[src/rtl/ac_motor_pwm.sv]
// rtl/ac_motor_pwm.sv - three-phase center-aligned PWM with dead time and fault latch
// Triangle carrier, valley-loaded duty shadows, per-phase dead-time gating.
module ac_motor_pwm #(
  parameter int SINE_WIDTH = 24,
  parameter int PWM_BITS   = 12,
  parameter int DEAD_TIME  = 8
) (
  input  logic                         clk,
  input  logic                         reset,
  input  logic                         enable,
  input  logic signed [SINE_WIDTH-1:0] sine1,
  input  logic signed [SINE_WIDTH-1:0] sine2,
  input  logic signed [SINE_WIDTH-1:0] sine3,
  input  logic                         fault,
  input  logic                         fault_clear,
  output logic [2:0]                   pwm_hi,
  output logic [2:0]                   pwm_lo,
  output logic                         period_start,
  output logic                         fault_latched
);

  localparam int DTW = $clog2(DEAD_TIME + 1);
  localparam logic [PWM_BITS-1:0] MAX    = '1;
  localparam logic [PWM_BITS-1:0] MAX_M1 = MAX - 1'b1;
  localparam logic [PWM_BITS-1:0] ONE    = PWM_BITS'(1);
  localparam logic [PWM_BITS-1:0] MID    = {1'b1, {(PWM_BITS-1){1'b0}}};
  localparam logic [DTW-1:0]      DT_MAX = DTW'(DEAD_TIME);

  logic [PWM_BITS-1:0]             cnt_q, cnt_d;
  logic                            dir_up_q, dir_up_d;
  logic [2:0][PWM_BITS-1:0]        duty_q, duty_d;
  logic [2:0]                      raw_q, raw_d;
  logic [2:0][DTW-1:0]             dt_q, dt_d;
  logic [2:0]                      pwm_hi_q, pwm_hi_d;
  logic [2:0]                      pwm_lo_q, pwm_lo_d;
  logic                            fault_latched_q, fault_latched_d;
  logic [2:0][PWM_BITS-1:0]        scaled;
  logic                            running;
  logic                            load;
  logic                            unused_sine_lsbs;

  // Top bits of the signed reference plus half-scale equals (sine >>> shift) + 2^(PWM_BITS-1).
  assign scaled[0] = sine1[SINE_WIDTH-1 -: PWM_BITS] + MID;
  assign scaled[1] = sine2[SINE_WIDTH-1 -: PWM_BITS] + MID;
  assign scaled[2] = sine3[SINE_WIDTH-1 -: PWM_BITS] + MID;
  assign unused_sine_lsbs = ^{sine1[SINE_WIDTH-PWM_BITS-1:0],
                              sine2[SINE_WIDTH-PWM_BITS-1:0],
                              sine3[SINE_WIDTH-PWM_BITS-1:0]};

  assign running = enable & ~fault_latched_q;
  assign load    = running & dir_up_q & (cnt_q == '0);

  always_comb begin
    cnt_d           = cnt_q;
    dir_up_d        = dir_up_q;
    duty_d          = duty_q;
    raw_d           = raw_q;
    dt_d            = dt_q;
    pwm_hi_d        = '0;
    pwm_lo_d        = '0;
    fault_latched_d = fault_latched_q;

    if (fault)
      fault_latched_d = 1'b1;
    else if (fault_clear)
      fault_latched_d = 1'b0;

    if (!running) begin
      cnt_d    = '0;
      dir_up_d = 1'b1;
    end else if (dir_up_q) begin
      if (cnt_q == MAX) begin
        cnt_d    = MAX_M1;
        dir_up_d = 1'b0;
      end else begin
        cnt_d = cnt_q + 1'b1;
      end
    end else begin
      if (cnt_q == ONE) begin
        cnt_d    = '0;
        dir_up_d = 1'b1;
      end else begin
        cnt_d = cnt_q - 1'b1;
      end
    end

    for (int i = 0; i < 3; i++) begin
      if (load)
        duty_d[i] = scaled[i];
      raw_d[i] = running & (duty_q[i] > cnt_q);
      if (!running || (raw_d[i] != raw_q[i]))
        dt_d[i] = '0;
      else if (dt_q[i] != DT_MAX)
        dt_d[i] = dt_q[i] + 1'b1;
      // A fault seen this cycle kills the gates on the same edge it is latched.
      if (running && !fault && (dt_q[i] == DT_MAX)) begin
        pwm_hi_d[i] = raw_q[i];
        pwm_lo_d[i] = ~raw_q[i];
      end
    end
  end

  always_ff @(posedge clk or posedge reset) begin
    if (reset) begin
      cnt_q           <= '0;
      dir_up_q        <= 1'b1;
      duty_q          <= {3{MID}};
      raw_q           <= '0;
      dt_q            <= '0;
      pwm_hi_q        <= '0;
      pwm_lo_q        <= '0;
      fault_latched_q <= 1'b0;
    end else begin
      cnt_q           <= cnt_d;
      dir_up_q        <= dir_up_d;
      duty_q          <= duty_d;
      raw_q           <= raw_d;
      dt_q            <= dt_d;
      pwm_hi_q        <= pwm_hi_d;
      pwm_lo_q        <= pwm_lo_d;
      fault_latched_q <= fault_latched_d;
    end
  end

  assign pwm_hi        = pwm_hi_q;
  assign pwm_lo        = pwm_lo_q;
  assign period_start  = load;
  assign fault_latched = fault_latched_q;

endmodule
[config.mk]
export PLATFORM = sky130hd
export DESIGN_NAME = ac_motor_pwm
export DESIGN_NICKNAME = d
export VERILOG_FILES = /design/src/rtl/ac_motor_pwm.sv
export SDC_FILE = /design/constraint.sdc
export NUM_CORES = 1
export LEC_CHECK = 0
export ABC_AREA = 1
export ABC_CLOCK_PERIOD_IN_PS = 3000
export BUFFER_PORTS_ARGS = -buffer_cell sky130_fd_sc_hd__buf_4
export CAP_MARGIN = 10
export CORE_ASPECT_RATIO = 1.2
export CORE_MARGIN = 1
export CORE_UTILIZATION = 45
export CTS_BUF_LIST = sky130_fd_sc_hd__clkbuf_8
export DETAILED_ROUTE_END_ITERATION = 8
export PLACE_DENSITY = 0.68
export REMOVE_ABC_BUFFERS = 1
export SYNTH_ARGS = -nofsm -noshare
export SYNTH_HDL_FRONTEND = slang
export SYNTH_SLANG_ARGS = --single-unit
[constraint.sdc]
create_clock -name clk -period 3 [get_ports clk]
set_clock_uncertainty 0.1 [all_clocks]
set_input_delay 0.45 -clock clk [delete_from_list [all_inputs] [get_ports clk]]
set_output_delay 0.45 -clock clk [all_outputs]
set_load 0.05 [all_outputs]
Word level (Yosys, flattened, before mapping)
Cells that the tools add are included.

operators by class
  add/subtract/negate cells = 8
  $lt $le $gt $ge = 3
  eq/ne operators = 11
  multiplexer cells = 22
  bitwise logic cells = 10
  reduce and logical (&&, ||, !) cells = 14

operators with widths
  kind                      number
  $mux W12                  4
  $add A12 B12 Y12 const B  3
  $gt A12 B12 Y1            3
  $mux W4                   6
  $add A12 B1 Y12 const B   1
  $add A4 B1 Y4 const B     3
  $eq A12 B1 Y1 const B     1
  $eq A12 B12 Y1 const B    1
  $eq A4 B4 Y1 const B      3
  $logic_not A12 Y1         1
  $mux W1                   12
  $ne A4 B4 Y1 const B      3
  $sub A12 B1 Y12 const B   1
  $reduce_bool A2 Y1        4
  $and A1 B1 Y1             6
  $logic_and A1 B1 Y1       4
  $not A1 Y1                4
  $logic_or A1 B1 Y1        3
  $ne A1 B1 Y1              3
  $logic_not A1 Y1          2

word-level totals
  flip-flop bits (word level) = 71
  bits of input ports = 77
  output and inout bits = 8
  word-level logic and storage cells = 80

Longest topological paths before layout
Gate-level depths: netlist of run 1.

  depth in word-level cells = 6
  depth in mapped cells = 13
  depth with buffers taken out = 13

Worst setup path after synthesis of run 1
OpenSTA, ideal clock, no wires.

  path kind = flip-flop to output port
  from = reg cnt_q[0]
  to = out period_start
  arrival time = 1377 ps
  required time = 2450 ps
  setup slack = 1073 ps
  cell stages (with the launch flop) = 8
  buffers on the path = 1
  cells stage by stage = dfrtp_1 inv_1 ha_1 nand3_1 nor2_1 nand2_2 clkinv_2 buf_6

on the way
  word-level cells in the longest chain between the ends = 2

RTL lines
  what                    RTL line  source
  from (decl)             29        logic [PWM_BITS-1:0] cnt_q, cnt_d;
  from (signal assigned)  114       cnt_q <= cnt_d;
  $logic_not A12 Y1       51        assign load = running & dir_up_q & (cnt_q == '0);
  $and A1 B1 Y1           51
  to (decl)               18        output logic period_start,

No other way between the ends.

Final worst setup path of run 1
Same ends and word-level chain as after synthesis.

==> metrics.md, run 1 <==
| Metric | Value |
|---|---|
| First-pass GRT wire length | `15.4 mm` |
| Slack of the critical path | `601 ps` |
| GPL Wtd Cong | `0.910` |
| Die height | `108 um` |
| Largest stage delay, worst path | `480 ps` |
| R2r endpoint | `cnt_q[5]$_DFF_PP0_` |
| WP data required | `2450 ps` |
| Dpl ws | `833 ps` |
| Row cnt | `38` |
| Clock Root Buffer | `clkbuf_8` |
| H-tree levels | `3` |
| Post-route cell area | `0.00495 sq mm` |
| Worst slew margin | `0.468` |
| Routing usage on met3 | `0.0345` |
| Critical path's slowest cell | `dfrtp_1` |
| CP endpoint kind | `primary output` |
| Clock latency on the worst-skew pair | `350 ps` |
| Most common cell after layout, fill and taps aside | `nand2_1` |
| FMAX | `417 MHz` |
| Port buffer count | `48` |
| GRT Overall Usage | `0.200` |
| Diodes inserted | `0` |
| DRC viols | `0` |
| CP max FO | `7` |
| Post-CTS Resized | `0` |
| Layout cells sized above 1 | `0.132` |
| Sequential area share after synthesis | `0.420` |
| Total power | `2550 uW` |
| Post-CTS Setup Repair Bufs | `0` |
| Worst R2R Setup Slack | `800 ps` |
| Slew of the pin with the lowest slew margin | `796 ps` |
| Starting Density | `0.467` |
| Number of register bits inferred by synthesis | `71` |
| # IOs | `85` |
| Routing usage on met2 | `0.369` |
| Commonest non-fill, non-tap cells in the layout | `192 x nand2_1, 67 x dfrtp_1, 64 x inv_1` |
| Die area | `0.00982 sq mm` |
| Final nets | `724` |
| Routed via count | `3571` |
| Post-Route WL | `8.99 mm` |
| Reg clk slew, reported paths | `80 ps` |
| Crit start category | `flop` |
| Initial DRC Count | `159` |
| Wire per inst | `12.4 um` |
| TritonCTS buffer count | `9` |
| Power density of the placed cells | `515 mW/mm^2` |
| Minimum clock period | `2400 ps` |
| CTS Hold Bufs | `0` |
| R2r startpoint | `cnt_q[0]$_DFF_PP0_` |
| Vias in the first global route | `3482` |
| Core outline area | `0.00908 sq mm` |
| DR pass1 iterations | `5` |
| Setup violations, final | `0` |
| Initial antenna violation count | `0` |
| Setup TNS Final | `0 ps` |
| Placed cell areas | `0.00472 sq mm` |
| Ys Warns | `0` |
| Largest net degree at the start of global routing | `38` |
| CP Cell Sequence | `inv_1 > ha_1 > nand3_1 > nor2_1 > nand2_2 > clkinv_2 > buf_4` |
| Critical Path AT | `1850 ps` |
| Vias/cell | `4.92` |
| Leakage | `0.00270 uW` |
| Max clock buf depth | `2` |
| VDD IR max | `0.350 mV` |
| Remaining Overflow, GRT | `0` |
| Maxcap violations | `0` |
| Area grow syn2layout | `16.8%` |
| Finished Core Util | `0.545` |
| Clk sinks | `71` |
| Worst reg-to-reg path cell count | `9` |
| Grt peak-use layer | `met2` |
| Antenna-violating nets left | `0` |
| Min-delay worst type | `in -> async` |
| CTS tree | `built` |
| Crit share post-route | `0.800` |
| RSZ-0062 raised after global routing | `false` |
| Post-synthesis cell count | `548` |
| Syn Std Cell Area | `0.00424 sq mm` |
| Outcome | `completed` |
| Mean post-synth cell area | `7.74 sq um` |
| Final hold vios | `0` |
| GR Util met1 | `0.231` |
| Count of cell types in the netlist | `27` |
| Die Wd | `90.6 um` |
| Kind of critical path | `reg -> out` |
| Max-slew violations | `0` |
| Post-DP HPWL | `6.77 mm` |
==> sequential cells by signal (all words and copies together), names as in the netlist <==
signal,cells
raw_q,3
pwm_lo,3
duty_q,36
dt_q,12
pwm_hi,3
dir_up_q,1
fault_latched,1
cnt_q,12
==> worst max-delay path by stage <==
| stage | slack, ps | start | cells past startpoint | end |
|---|---|---|---|---|
| floorplan | 660 | reset | 1 | cnt_q[0]$_DFF_PP0_ |
| global route | 480 | cnt_q[1]$_DFF_PP0_ | 7 | period_start |
| finish | 600 | cnt_q[0]$_DFF_PP0_ | 7 | period_start |
| global placement | 850 | cnt_q[0]$_DFF_PP0_ | 9 | cnt_q[6]$_DFF_PP0_ |
| CTS | 570 | cnt_q[0]$_DFF_PP0_ | 7 | period_start |
| detailed placement | 830 | cnt_q[0]$_DFF_PP0_ | 9 | cnt_q[5]$_DFF_PP0_ |
==> cell type report <==
cell class                      count  area, sq um
Inverter                           67          253
Multi-Input combinational cell    400         2130
Clock inverter                      5         80.1
Clock buffer                       11          151
Timing Repair Buffer               52          403
Tap cell                          120          150
Sequential cell                    71         1780
Fill cell                         856         4130
==> Yosys cell counts, drive strengths merged <==
cell type | n | area (sq um)
nand4 | 4 | 25.0
dfstp | 4 | 105
and3 | 1 | 6.26
clkinv | 1 | 5.00
buf | 10 | 71.3
nand3 | 26 | 130
a31oi | 1 | 6.26
nor2 | 59 | 224
o21a | 1 | 7.51
or2 | 1 | 6.26
nor3 | 2 | 21.3
xor2 | 13 | 114
a21oi | 22 | 110
o21bai | 1 | 7.51
nand2 | 193 | 727
o21ai | 26 | 130
inv | 66 | 248
dfrtp | 67 | 1680
nor4 | 1 | 21.3
ha | 46 | 576
a21o | 3 | 22.5
==> cells by family (layout without fill, tap and decap cells) <==
kind of cell / count (synthesis) / after routing / share of synthesized area
xor gates and xnor gates: 13 / 13 / 0.0269
adders and majority gates: 46 / 46 / 0.136
AOI/OAI and AO/OA: 54 / 54 / 0.0670
and+or+nand+nor: 287 / 287 / 0.274
buffers and inverters: 77 / 135 / 0.0764
DFF: 71 / 71 / 0.420
==> metal layers <==
metal / vias up / wire length, um
li1: 1827 / -
met5: - / 0
met3: 11 / 396
met1: 1643 / 3910
met4: 0 / 138
met2: 90 / 4540
==> report_power, final <==
group          switching, uW  leakage [uW]  internal [uW]  total, uW
registers               67.9      0.000921           1070       1140
logic                    305       0.00167            231        536
clock network            370      0.000112            512        882
total                    742       0.00270           1810       2550
==> stage by stage <==
step | std cells | hold WS (ps)
after global placement | 710 | 334
after global routing | 726 | 139
after CTS | 726 | 135
after detailed placement | 710 | 337
final | 726 | 145
after floorplan | 538 | 323
==> critical path, delay by kind of cell (launching register included) <==
family / cells / cell delay (ps)
buffers and inverters: 3 / 490
DFF: 1 / 480
adders and majority gates: 1 / 190
and+or+nand+nor: 3 / 320
No activity file was read; power rests on OpenSTA's default activity.
==> inputs of run 2 (changes only) <==
--- a/config.mk
+++ b/config.mk
@@ -5,8 +5,8 @@
 export SDC_FILE = /design/constraint.sdc
 export NUM_CORES = 1
 export LEC_CHECK = 0
-export ABC_AREA = 1
-export ABC_CLOCK_PERIOD_IN_PS = 3000
+export ABC_AREA = 0
+export ABC_CLOCK_PERIOD_IN_PS = 1900
 export BUFFER_PORTS_ARGS = -buffer_cell sky130_fd_sc_hd__buf_4
 export CAP_MARGIN = 10
 export CORE_ASPECT_RATIO = 1.2
@@ -14,7 +14,7 @@
 export CORE_UTILIZATION = 45
 export CTS_BUF_LIST = sky130_fd_sc_hd__clkbuf_8
 export DETAILED_ROUTE_END_ITERATION = 8
-export PLACE_DENSITY = 0.68
+export PLACE_DENSITY = 0.71
 export REMOVE_ABC_BUFFERS = 1
 export SYNTH_ARGS = -nofsm -noshare
 export SYNTH_HDL_FRONTEND = slang
==> constraint.sdc (replaced) <==
create_clock -name clk -period 1.9 [get_ports clk]
set_clock_uncertainty 0.1 [all_clocks]
set_input_delay 0.285 -clock clk [delete_from_list [all_inputs] [get_ports clk]]
set_output_delay 0.285 -clock clk [all_outputs]
set_load 0.05 [all_outputs]
==> metrics.md, run 2 <==
| Metric | Value |
|---|---|
| WP data required | `1510 ps` |
| Mean post-synth cell area | `10.5 sq um` |
| Sequential area share after synthesis | `0.419` |
| Min-delay worst type | `in -> reg` |
| Top cells by count, synth | `67 x dfrtp_1, 46 x ha_1, 31 x nor2_1` |
| Detail Route met3 WL | `921 um` |
| Routed via count | `4091` |
| Die Wd | `90.7 um` |
| Final nets | `660` |
| Delay-heaviest family, CP | `simple AND/OR/NAND/NOR gates` |
| # IOs | `85` |
| Post-synth EDFFs | `0` |
| Antenna-violating nets left | `0` |
| Power density of the placed cells | `760 mW/mm^2` |
| Starting Density | `0.466` |
| Slack of the critical path | `-559 ps` |
| Fillcell total | `573` |
| FMAX | `407 MHz` |
| Initial antenna violation count | `0` |
| Worst slew margin | `0.601` |
| Failing checks | `negative setup slack` |
| Outcome | `finished with violations` |
| Diodes inserted | `0` |
| First-pass GRT wire length | `19.5 mm` |
| Remaining Overflow, GRT | `0` |
| Beginning of the critical path | `cnt_q[7]$_DFF_PP0_` |
| Synth Flop Type | `dfrtp_1` |
| Slew of the pin with the lowest slew margin | `599 ps` |
| DRC viols | `0` |
| Critical Path AT | `2070 ps` |
| Initial DRC Count | `410` |
| Placed cell areas | `0.00518 sq mm` |
| Met2 wire len | `7.02 mm` |
| Maxcap violations | `0` |
| Post-synthesis cell count | `406` |
| Ranking of synthesized cells by area | `dfrtp_1 39%, ha_1 14%, mux2_2 7.7%` |
| Post-DP HPWL | `7.93 mm` |
| Metal-1 WL | `5.65 mm` |
| TritonCTS buffer count | `9` |
| CP max FO | `2` |
| Min-delay src | `fault` |
| Vias/cell | `6.18` |
| CP Cell Sequence | `buf_6 > or4_4 > nor4_4 > nor3b_4 > buf_6` |
| Leakage | `0.00279 uW` |
| RSZ-0062 raised after global routing | `true` |
| Wire per inst | `21.9 um` |
| Post-route cell area | `0.00651 sq mm` |
| Max clock buf depth | `2` |
| Yosys top cell area share | `0.394` |
| Top-count cell post-synth | `dfrtp_1` |
| DR pass1 iterations | `5` |
| Die area | `0.00985 sq mm` |
| Top sig layer | `met4` |
| Crit start category | `flop` |
| Most common cell after layout, fill and taps aside | `buf_4` |
| H-tree levels | `3` |
| Biggest register | `duty_q` |
| R2r endpoint | `duty_q[19]$_DFFE_PP0P_` |
| Reg clk slew, reported paths | `80 ps` |
| GRT Overall Usage | `0.262` |
| Layout Cells excl Fill | `662` |
| Largest registers | `duty_q x36, cnt_q x12, dt_q x12` |
| VDD IR max | `0.980 mV` |
| Worst Path Buf+Inv | `2` |
| Synth area leader | `dfrtp_1` |
| Area grow syn2layout | `53.1%` |
| Ys Warns | `0` |
| Post-Route WL | `14.5 mm` |
| R2r startpoint | `cnt_q[7]$_DFF_PP0_` |
| Most common cell on crit path | `buf_6` |
| Row cnt | `38` |
| Worst reg-to-reg path cell count | `8` |
| Commonest non-fill, non-tap cells in the layout | `101 x buf_4, 66 x dfrtp_1, 29 x mux2_2` |
| Hold Path Sink | `fault_latched$_DFFE_PP0P_` |
| Core outline area | `0.00913 sq mm` |
| Clock Root Buffer | `clkbuf_8` |
| Largest net degree at the start of global routing | `43` |
| Number of register bits inferred by synthesis | `71` |
| GPL Wtd Cong | `0.909` |
| Kind of critical path | `reg -> out` |
| Final hold vios | `0` |
| CTS tree | `built` |
| Layout cells sized above 1 | `0.520` |
| Total power | `4950 uW` |
| Critical path's slowest cell | `or4_4` |
| Vias in the first global route | `3950` |
| Count of cell types in the netlist | `53` |
| Max-slew violations | `0` |
| Minimum clock period | `2460 ps` |
| Hold path cells | `2` |
| Die height | `108 um` |
| Hold slack | `8.77 ps` |
| Largest stage delay, worst path | `510 ps` |
| Max reg flops | `36` |
| Placed insts | `617` |
| Syn Std Cell Area | `0.00425 sq mm` |
| Clk sinks | `71` |
| Worst R2R Setup Slack | `-490 ps` |
| FFs w/ async S/R, synth | `1.00` |
| Crit share post-route | `1.29` |
| Setup violations, final | `65` |
| Clock latency on the worst-skew pair | `360 ps` |
| Port buffer count | `48` |
| CP endpoint kind | `primary output` |
run 2: changes by cell type after synthesis, sizes merged, moves of 7 or more:
cell	before	now
o21ai	26	8
nand2	193	23
clkbuf	0	7
nor2	59	31
mux2	0	33
nor3	2	9
nand3	26	14
and4	0	9
xor2	13	3
a311oi	0	7
inv	66	28
nand2b	0	7
run 2: worst max-delay path by stage:
stage	end	slack [ps]	cells after the start
after floorplan	duty_q[16]$_DFFE_PP0P_	-1330	4
after global placement	period_start	-320	5
after detailed placement	dt_q[7]$_DFFE_PP0P_	-390	7
after CTS	period_start	-500	5
after global routing	period_start	-580	5
final	period_start	-560	5
run 2: layout make-up:
cell class | instances | area [sq um] | area share
multi-input cells | 294 | 2980 | 0.457
well taps | 120 | 150 | 0.0231
repair buffers | 133 | 1260 | 0.193
flip-flops and latches | 71 | 1780 | 0.274
clock inverters | 6 | 85.1 | 0.0131
clock buffers | 10 | 138 | 0.0211
inverters | 28 | 123 | 0.0188
run 2: kinds of logic after synthesis:
family / synth area share
buffers and inverters: 0.0400
XOR/XNOR: 0.0165
AO/OA/AOI/OAI: 0.129
adder cells (fa/ha/maj): 0.135
flip-flops: 0.419
multiplexers: 0.103
AND/OR/NAND/NOR: 0.158
run 2: routing by layer:
layer,vias to the layer above,track usage
met5,-,0
met2,252,0.446
met3,79,0.0541
met4,0,0.158
met1,1988,0.305
li1,1772,-
run 2: timing repair:
| action | 4_1_cts | 5_1_grt |
|---|---|---|
| setup endpoints to repair | 64 | 65 |
| hold endpoints to repair | 70 | 0 |
| resized for setup | 96 | 67 |
| gates cloned | 4 | 0 |
| buffers inserted | 16 | 12 |
| hold buffers | 4 | 0 |
| pin swaps | 19 | 27 |
run 2: stage by stage:
step / TNS [ps] / worst slack [ps] / utilization
after detailed placement: -15310 / -390 / 0.568
after floorplan: -70120 / -1330 / -
after global placement: -14580 / -317 / 0.568
final: -25310 / -559 / 0.713
after CTS: -22550 / -503 / 0.667
after global routing: -28310 / -580 / 0.713
run 2: report_power, final:
group,switching (uW),internal (uW),total [uW]
sequential,202,1730,1930
combinational,779,858,1640
clock,610,770,1380
==> inputs of run 3 (changes only) <==
--- a/config.mk
+++ b/config.mk
@@ -12,7 +12,7 @@
 export CORE_ASPECT_RATIO = 1.2
 export CORE_MARGIN = 1
 export CORE_UTILIZATION = 45
-export CTS_BUF_LIST = sky130_fd_sc_hd__clkbuf_8
+export CTS_BUF_LIST = sky130_fd_sc_hd__clkbuf_2
 export DETAILED_ROUTE_END_ITERATION = 8
 export PLACE_DENSITY = 0.71
 export REMOVE_ABC_BUFFERS = 1
==> metrics.md, run 3 (synthesis gave the netlist of run 2 again) <==
| Metric | Value |
|---|---|
| Outcome | `finished with violations` |
| Failing checks | `negative setup slack` |
| Clock Root Buffer | `clkbuf_2` |
| Core outline area | `0.00913 sq mm` |
| Slack of the critical path | `-819 ps` |
| R2r startpoint | `cnt_q[7]$_DFF_PP0_` |
| Final hold vios | `0` |
| Minimum clock period | `2720 ps` |
| Min-delay worst type | `in -> async` |
| DRC viols | `0` |
| Most common cell after layout, fill and taps aside | `buf_4` |
| VDD IR max | `0.765 mV` |
| GRT Overall Usage | `0.277` |
| Largest net degree at the start of global routing | `43` |
| Power density of the placed cells | `683 mW/mm^2` |
| Max-slew violations | `0` |
| Clk sinks | `71` |
| Diodes inserted | `0` |
| Leakage | `0.00285 uW` |
| Biggest register | `duty_q` |
| Worst slew margin | `0.493` |
| GPL Wtd Cong | `0.909` |
| Port buffer count | `48` |
| FMAX | `368 MHz` |
| Pint | `3040 uW` |
| Delay-heaviest family, CP | `buffers and inverters` |
| Area grow syn2layout | `58.0%` |
| NetSw | `1550 uW` |
| CP Cell Sequence | `buf_12 > inv_1 > ha_1 > buf_4 > nand4_1 > nor3b_4 > buf_6` |
| Power share of the clock group | `0.225` |
| Crit share post-route | `1.43` |
| RSZ-0062 raised after global routing | `true` |
| Largest registers | `duty_q x36, cnt_q x12, dt_q x12` |
| Clock latency on the worst-skew pair | `580 ps` |
| Worst Path Buf+Inv | `4` |
| Reg power frac | `0.420` |
| Worst R2R Setup Slack | `-510 ps` |
| Kind of critical path | `reg -> out` |
| TritonCTS buffer count | `9` |
| DR pass1 iterations | `5` |
| Wire per inst | `20.9 um` |
| # IOs | `85` |
| Antenna-violating nets left | `0` |
| Combinational share of power | `0.355` |
| Largest stage delay, worst path | `510 ps` |
| R2r endpoint | `duty_q[29]$_DFFE_PP0P_` |
| Die Wd | `90.7 um` |
| Vias in the first global route | `4179` |
| Initial antenna violation count | `0` |
| First-pass GRT wire length | `20.7 mm` |
| WP data required | `1510 ps` |
| Layout cells sized above 1 | `0.467` |
| Critical path's slowest cell | `dfrtp_2` |
| Setup TNS Final | `-26480 ps` |
| Cell count along the critical path | `7` |
| CP endpoint kind | `primary output` |
| CP endpoint | `period_start` |
| H-tree levels | `3` |
| Critical Path AT | `2330 ps` |
| Crit start category | `flop` |
| Die height | `108 um` |
| Beginning of the critical path | `cnt_q[0]$_DFF_PP0_` |
| Setup violations, final | `64` |
| Post-Route WL | `14.4 mm` |
| Worst reg-to-reg path cell count | `8` |
| Slew of the pin with the lowest slew margin | `760 ps` |
| Commonest non-fill, non-tap cells in the layout | `87 x buf_4, 66 x dfrtp_1, 39 x dlygate4sd3_1` |
| Switching Share | `0.337` |
| Placed cell areas | `0.00518 sq mm` |
| Starting Density | `0.466` |
| Vias/cell | `5.98` |
| CP max FO | `2` |
| Maxcap violations | `0` |
| CTS tree | `built` |
| Final nets | `686` |
| Die area | `0.00985 sq mm` |
| Initial DRC Count | `372` |
| Post-route cell area | `0.00672 sq mm` |
| Reg clk slew, reported paths | `250 ps` |
| Routed via count | `4113` |
| Max clock buf depth | `2` |
| Post-DP HPWL | `7.93 mm` |
| Max reg flops | `36` |
| Remaining Overflow, GRT | `0` |
| Row cnt | `38` |
## run 3: changes by cell type in the layout (fill, tap and decap cells not counted), moves of 3 or more
cell and change:
clkbuf_2 +10, buf_4 -14, clkbuf_8 -10, dlygate4sd3_1 +35, buf_6 +5, ha_4 +3
## run 3: power by group through the flow
stage / clock (uW) / sequential [uW] / combinational [uW]
3_5_place_dp: 0 / 1900 / 1060
5_1_grt: 1090 / 1950 / 1750
3_3_place_gp: 0 / 1890 / 1000
6_report: 1030 / 1930 / 1630
4_1_cts: 1020 / 1910 / 1390
2_1_floorplan: 0 / 1840 / 720
## run 3: cell type report
type	instances	area (sq um)
clock buffer	10	50.0
sequential	71	1780
tap	120	150
clock inverter	6	85.1
fill	548	2410
inverter	28	130
multi-input combinational	294	2980
timing repair buffer	159	1540
## run 3: worst min-delay path: stages
cell and delay, ps:
dlygate4sd3_1 540, buf_4 140, inv_2 90, buf_12 240
## run 3: what timing repair did
action	CTS	global route
resized for setup	117	48
gates cloned	3	1
pin swaps	36	14
setup endpoints to repair	65	66
setup buffers	14	3
hold endpoints to repair	111	0
hold buffers	39	0
## run 3: metrics by stage
step / hold WS (ps) / total power, uW / cells / setup slack, ps / utilization
after floorplan: 263 / 2560 / 393 / -1330 / -
after global placement: 257 / 2900 / 617 / -317 / 0.568
after detailed placement: 264 / 2960 / 617 / -390 / 0.568
after CTS: 205 / 4320 / 687 / -800 / 0.704
after global routing: 220 / 4790 / 688 / -812 / 0.736
final: 214 / 4590 / 688 / -819 / 0.736
## run 3: how the worst min path moves through the flow
| stage | cells past startpoint | end | slack, ps |
|---|---|---|---|
| floorplan | 1 | duty_q[11]$_DFFE_PP1P_ | 260 |
| global placement | 3 | dt_q[3]$_DFFE_PP0P_ | 260 |
| detailed placement | 3 | dt_q[3]$_DFFE_PP0P_ | 260 |
| CTS | 4 | duty_q[22]$_DFFE_PP0P_ | 200 |
| global route | 4 | duty_q[3]$_DFFE_PP0P_ | 220 |
| finish | 4 | cnt_q[10]$_DFF_PP0_ | 210 |
## run 3: per-layer routing
layer,share of wire,track usage,vias up,wire [um]
li1,-,-,1825,-
met1,0.39,0.324,2032,5650
met2,0.49,0.471,184,7010
met3,0.054,0.0626,72,779
met4,0.065,0.152,0,934
met5,0,0,-,0
